`config.mk`:
```
export PLATFORM = sky130hd
export DESIGN_NAME = tx
export DESIGN_NICKNAME = d
export VERILOG_FILES = /design/src/rtl/tx.sv
export SDC_FILE = /design/constraint.sdc
export NUM_CORES = 1
export LEC_CHECK = 0
export BUFFER_PORTS_ARGS = -buffer_cell sky130_fd_sc_hd__buf_4
export CORE_UTILIZATION = 52
export DETAILED_ROUTE_END_ITERATION = 7
export MAX_ROUTING_LAYER = met4
export PLACE_DENSITY_LB_ADDON = 0.25
export SETUP_SLACK_MARGIN = 0.15
export SLEW_MARGIN = 20
export SYNTH_ARGS = -nofsm -noshare
export SYNTH_HDL_FRONTEND = slang
export SYNTH_SLANG_ARGS = --single-unit
```
`constraint.sdc`:
```
create_clock -name clk -period 1.9 [get_ports clk]
set_input_delay 0.095 -clock clk [delete_from_list [all_inputs] [get_ports clk]]
set_output_delay 0.095 -clock clk [all_outputs]
set_load 0.03 [all_outputs]
```
`src/rtl/tx.sv`:
```
// Router output stage: streams a connected input buffer, flit by flit, onto a two-phase req/ack link.
// Optional macro TX_TIMEOUT_EN adds an ack-wait timeout that aborts the packet and sets a sticky err.
module tx #(
    parameter int ID             = 0,
    parameter int SUBID          = 0,
    parameter int SIZE           = 8,
    parameter int BUFF_BITS      = 3,
    parameter int TIMEOUT_CYCLES = 255
) (
    input  logic                 clk,
    input  logic                 reset,
    input  logic                 start_i,
    output logic                 busy_o,
    output logic                 done_o,
    output logic [BUFF_BITS-1:0] buf_addr_o,
    input  logic [SIZE-1:0]      buf_data_i,
    output logic                 ch_req_o,
    output logic [SIZE-1:0]      ch_flit_o,
    input  logic                 ch_ack_i,
    output logic [15:0]          sent_count_o,
    output logic                 err_o
);

    typedef enum logic [1:0] {IDLE, LOAD, SEND, WAIT} state_t;

    localparam logic [BUFF_BITS-1:0] LAST_IDX = '1;

    if (ID < 0 || SUBID < 0 || SIZE < 1 || BUFF_BITS < 1 || TIMEOUT_CYCLES < 1) begin : g_badParams
        $error("tx: illegal parameter value");
    end

    state_t               state_q, state_d;
    logic                 busy_q, busy_d;
    logic                 done_q, done_d;
    logic [BUFF_BITS-1:0] bufAddr_q, bufAddr_d;
    logic [BUFF_BITS-1:0] flitIdx_q, flitIdx_d;
    logic                 chReq_q, chReq_d;
    logic [SIZE-1:0]      chFlit_q, chFlit_d;
    logic [15:0]          sentCount_q, sentCount_d;
    logic                 ackOld_q;
    logic                 ack;
`ifdef TX_TIMEOUT_EN
    logic [15:0]          waitCnt_q, waitCnt_d;
    logic                 err_q, err_d;
`endif

    // Acks seen outside WAIT are simply absorbed by ackOld_q tracking the line.
    assign ack = ch_ack_i ^ ackOld_q;

    always_comb begin
        state_d     = state_q;
        busy_d      = busy_q;
        done_d      = 1'b0;
        bufAddr_d   = bufAddr_q;
        flitIdx_d   = flitIdx_q;
        chReq_d     = chReq_q;
        chFlit_d    = chFlit_q;
        sentCount_d = sentCount_q;
`ifdef TX_TIMEOUT_EN
        waitCnt_d   = waitCnt_q;
        err_d       = err_q;
`endif
        case (state_q)
            IDLE: begin
                if (start_i) begin
                    busy_d    = 1'b1;
                    flitIdx_d = '0;
                    bufAddr_d = '0;
                    state_d   = LOAD;
                end
            end
            LOAD: begin
                chFlit_d = buf_data_i;
                state_d  = SEND;
            end
            SEND: begin
                chReq_d = ~chReq_q;
`ifdef TX_TIMEOUT_EN
                waitCnt_d = '0;
`endif
                state_d = WAIT;
            end
            WAIT: begin
                if (ack) begin
                    if (flitIdx_q == LAST_IDX) begin
                        done_d      = 1'b1;
                        busy_d      = 1'b0;
                        sentCount_d = sentCount_q + 16'd1;
                        bufAddr_d   = '0;
                        state_d     = IDLE;
                    end else begin
                        flitIdx_d = flitIdx_q + 1'b1;
                        bufAddr_d = flitIdx_q + 1'b1;
                        state_d   = LOAD;
                    end
                end
`ifdef TX_TIMEOUT_EN
                // The cycle that would bring the counter to the limit aborts the packet.
                else if (waitCnt_q == 16'(TIMEOUT_CYCLES - 1)) begin
                    err_d     = 1'b1;
                    done_d    = 1'b1;
                    busy_d    = 1'b0;
                    bufAddr_d = '0;
                    state_d   = IDLE;
                end else begin
                    waitCnt_d = waitCnt_q + 16'd1;
                end
`endif
            end
            default: state_d = IDLE;
        endcase
    end

    always_ff @(posedge clk or posedge reset) begin
        if (reset) begin
            state_q     <= IDLE;
            busy_q      <= 1'b0;
            done_q      <= 1'b0;
            bufAddr_q   <= '0;
            flitIdx_q   <= '0;
            chReq_q     <= 1'b0;
            chFlit_q    <= '0;
            sentCount_q <= '0;
            ackOld_q    <= 1'b0;
`ifdef TX_TIMEOUT_EN
            waitCnt_q   <= '0;
            err_q       <= 1'b0;
`endif
        end else begin
            state_q     <= state_d;
            busy_q      <= busy_d;
            done_q      <= done_d;
            bufAddr_q   <= bufAddr_d;
            flitIdx_q   <= flitIdx_d;
            chReq_q     <= chReq_d;
            chFlit_q    <= chFlit_d;
            sentCount_q <= sentCount_d;
            ackOld_q    <= ch_ack_i;
`ifdef TX_TIMEOUT_EN
            waitCnt_q   <= waitCnt_d;
            err_q       <= err_d;
`endif
        end
    end

    assign busy_o       = busy_q;
    assign done_o       = done_q;
    assign buf_addr_o   = bufAddr_q;
    assign ch_req_o     = chReq_q;
    assign ch_flit_o    = chFlit_q;
    assign sent_count_o = sentCount_q;
`ifdef TX_TIMEOUT_EN
    assign err_o        = err_q;
`else
    assign err_o        = 1'b0;
`endif

endmodule

```
==> key figures <==
Synth
  – YS warnings: 0
  – #FFs+latches synth: 36
  – Post-Syn Area per Cell: 12.0 µm²
  – Most used DFF post-synth: dfrtp_1
  – Netlist cell types: 32
  – Async SR Flop Fraction: 100%
  – Synth Instances: 139
  – EDFF count, synth: 0
  – Sequential-to-total area share from yosys stat: 53.9%
  – Syn Std Cell Area: 1670 µm²
  – Syn Nets: 161

Place
  – Final Wtd Congestion: 0.788
  – IO buf count: 41
  – Inst Count DP: 222
  – Hpwl dp: 2250 µm

Layout
  – Commonest non-fill, non-tap cell in the layout: buf_4
  – Antenna Cells: 0
  – Final net count: 223
  – Fill count: 212
  – Final Non-Filler Cells: 246
  – Highest-count cells in the layout ignoring fill and taps: 48 x buf_4, 35 x dfrtp_1, 11 x mux2_2, 10 x xnor2_1, 10 x dlygate4sd3_1
  – Area growth from synthesis to layout: 36.6%
  – Multi-input gate area: 786 µm²
  – Layout cells sized above 1: 40.1%
  – FF+latch area: 902 µm²

GRT
  – Grt peak-use layer: met2
  – Vias in the first global route: 1241
  – Largest net degree at the start of global routing: 37
  – Met2 usage: 39.4%
  – Grt met1 use: 23.2%
  – GR Layer Usage met3: 6.59%
  – Initial antenna violation count: 0
  – Grt ovf: 0
  – Global-route wire length before repair: 5420 µm
  – Total GRT Usage: 22.3%

Die
  – Rows: 20
  – Die Ht: 58.7 µm
  – IO Pins: 43
  – Core area: 3050 µm²
  – Initial core utilization: 54.7%
  – DIE WIDTH: 58.7 µm
  – DIE AREA: 3440 µm²

Detailed routing
  – Via Count: 1240
  – DRC viols: 0
  – Detail Route Antenna Nets: 0
  – Mean routed wirelength per cell: 13.6 µm
  – Vias per inst: 5.04
  – Starting DRT DRC Count: 39
  – Wirelength, routed: 3340 µm
  – 1st-pass router iterations: 4

Worst setup path
  – Crit Path Category: reg2reg
  – Worst setup SP type: flip-flop
  – CP Max Fanout: 4
  – Crit path DAT: 1.92 ns
  – CP Capture Type: flip-flop
  – CP required: 2.16 ns

Timing
  – Final Max Slew Viols: 0
  – RSZ-0062 raised after global routing: no
  – Total negative setup slack: 0 ns
  – Min Tclk post-route: 1.66 ns
  – Max frequency: 603 MHz
  – Final setup vio count: 0
  – Slew @ Worst Pin: 0.591 ns
  – Final hold vios: 0
  – Period utilization: 87.4%
  – Rel. slew slack: 60.4%
  – Skew final: 0.00618 ns

CTS
  – Reg clk slew, reported paths: 0.10 ns
  – CTS max path bufs: 2
  – Htree depth: 2
  – CTS root buffer: clkbuf_4
  – CTS tree: done
  – Clock Latency Late Sink: 0.34 ns
  – Total CTS buffers: 5
  – Clk sinks: 36

Hold path
  – Worst hold-check path type: in2reg

Job
  – Max cap viols: 0

Pwr
  – Leak pwr: 1.07 nW
  – PD cells: 1340 nW/µm²
  – VDD IR max: 0.809 mV

Run status
  – Status: finished, final reports clean
## layout make-up
class | count | share of cell area [%]
inverter | 5 | 0.823
timing repair buffer | 58 | 20.2
sequential | 36 | 39.6
clock buffer | 8 | 2.58
tap | 44 | 2.41
multi-input combinational | 95 | 34.4
## state kept, by name, indices dropped and copies added, names as in the netlist
name and cells:
flitIdx_q 3, done_o 1, ch_req_o 1, state_q 2, buf_addr_o 3, ackOld_q 1
busy_o 1, sent_count_o 16, ch_flit_o 8
## critical path, cell delays in order, from the launching register on
cell     delay (ns)
dfrtp_1        0.41
ha_2           0.23
ha_4           0.15
nand3_2        0.10
or3_4          0.41
nor2_1         0.14
xor2_1         0.16
## kinds of logic (layout without fill, tap and decap cells)
kind of cell | count (synthesis) | after routing | synth area share [%]
DFF | 36 | 36 | 53.9
AOI/OAI and AO/OA | 13 | 13 | 5.32
buffers and inverters | 8 | 71 | 2.10
and+or+nand+nor | 42 | 42 | 13.6
muxes | 12 | 12 | 8.02
adders and majority gates | 10 | 10 | 7.49
other | 1 | 1 | 0.225
xor gates and xnor gates | 17 | 17 | 9.36
## metrics by stage
stage / utilization, % / setup WS [ns] / hold WS, ns / area [µm²] / total power, mW
2_1_floorplan: - / 0.302 / 0.126 / 1670 / 2.05
3_3_place_gp: 66.3 / 0.155 / 0.220 / 2020 / 2.40
3_5_place_dp: 66.3 / 0.0835 / 0.236 / 2020 / 2.47
4_1_cts: 72.6 / 0.141 / 0.210 / 2220 / 2.98
5_1_grt: 74.7 / 0.139 / 0.253 / 2280 / 3.26
6_report: 74.7 / 0.240 / 0.223 / 2280 / 3.06
## per-layer routing
| layer | vias up | part of all wire, % | wire (µm) |
|---|---|---|---|
| met5 | - | 0 | 0 |
| met4 | 0 | 1.3 | 43 |
| met3 | 7 | 4.0 | 134 |
| met2 | 28 | 53 | 1780 |
| met1 | 600 | 41 | 1380 |
| li1 | 605 | - | - |
## cell usage after synthesis, drive strengths merged, types with 2 or more instances
library cell   n  area, µm²
nand2         10       37.5
ha            10        125
o21ai          4       20.0
nor2           7       26.3
dfrtp         36        901
nand3          9       45.0
mux2          11        124
buf            2       12.5
a22oi          2       15.0
a21oi          3       18.8
xor2           6       52.6
inv            5       18.8
xnor2         11        104
nor2b          3       18.8
nand4          6       37.5
## report_power, final
part	switching, mW	internal, mW
clock network	0.239	0.183
logic	0.812	0.686
registers	0.162	0.977
## worst paths after layout
check,cells past startpoint,slack [ns],from,to
setup / recovery,6,0.24,flitIdx_q[0]$_DFFE_PP0P_,sent_count_o[8]$_DFFE_PP0P_
hold / removal,4,0.22,start_i,state_q[1]$_DFFE_PP0P_
setup reg to reg,6,0.24,flitIdx_q[0]$_DFFE_PP0P_,sent_count_o[8]$_DFFE_PP0P_
hold reg to reg,1,0.48,ch_req_o$_DFFE_PP0N_,ch_req_o$_DFFE_PP0N_
max in group asynchronous,4,1.16,reset,state_q[1]$_DFFE_PP0P_
min in group asynchronous,4,0.41,reset,ch_flit_o[2]$_DFFE_PP0N_
## timing repair
item / 4_1_cts / 5_1_grt
setup endpoints to repair: 11 / 16
resized for setup: 1 / 13
pin swaps: 1 / 4
hold buffers: 10 / 0
endpoints found under the hold margin: 45 / 0
setup buffers: 4 / 2
(Power assumes the default switching activity.)
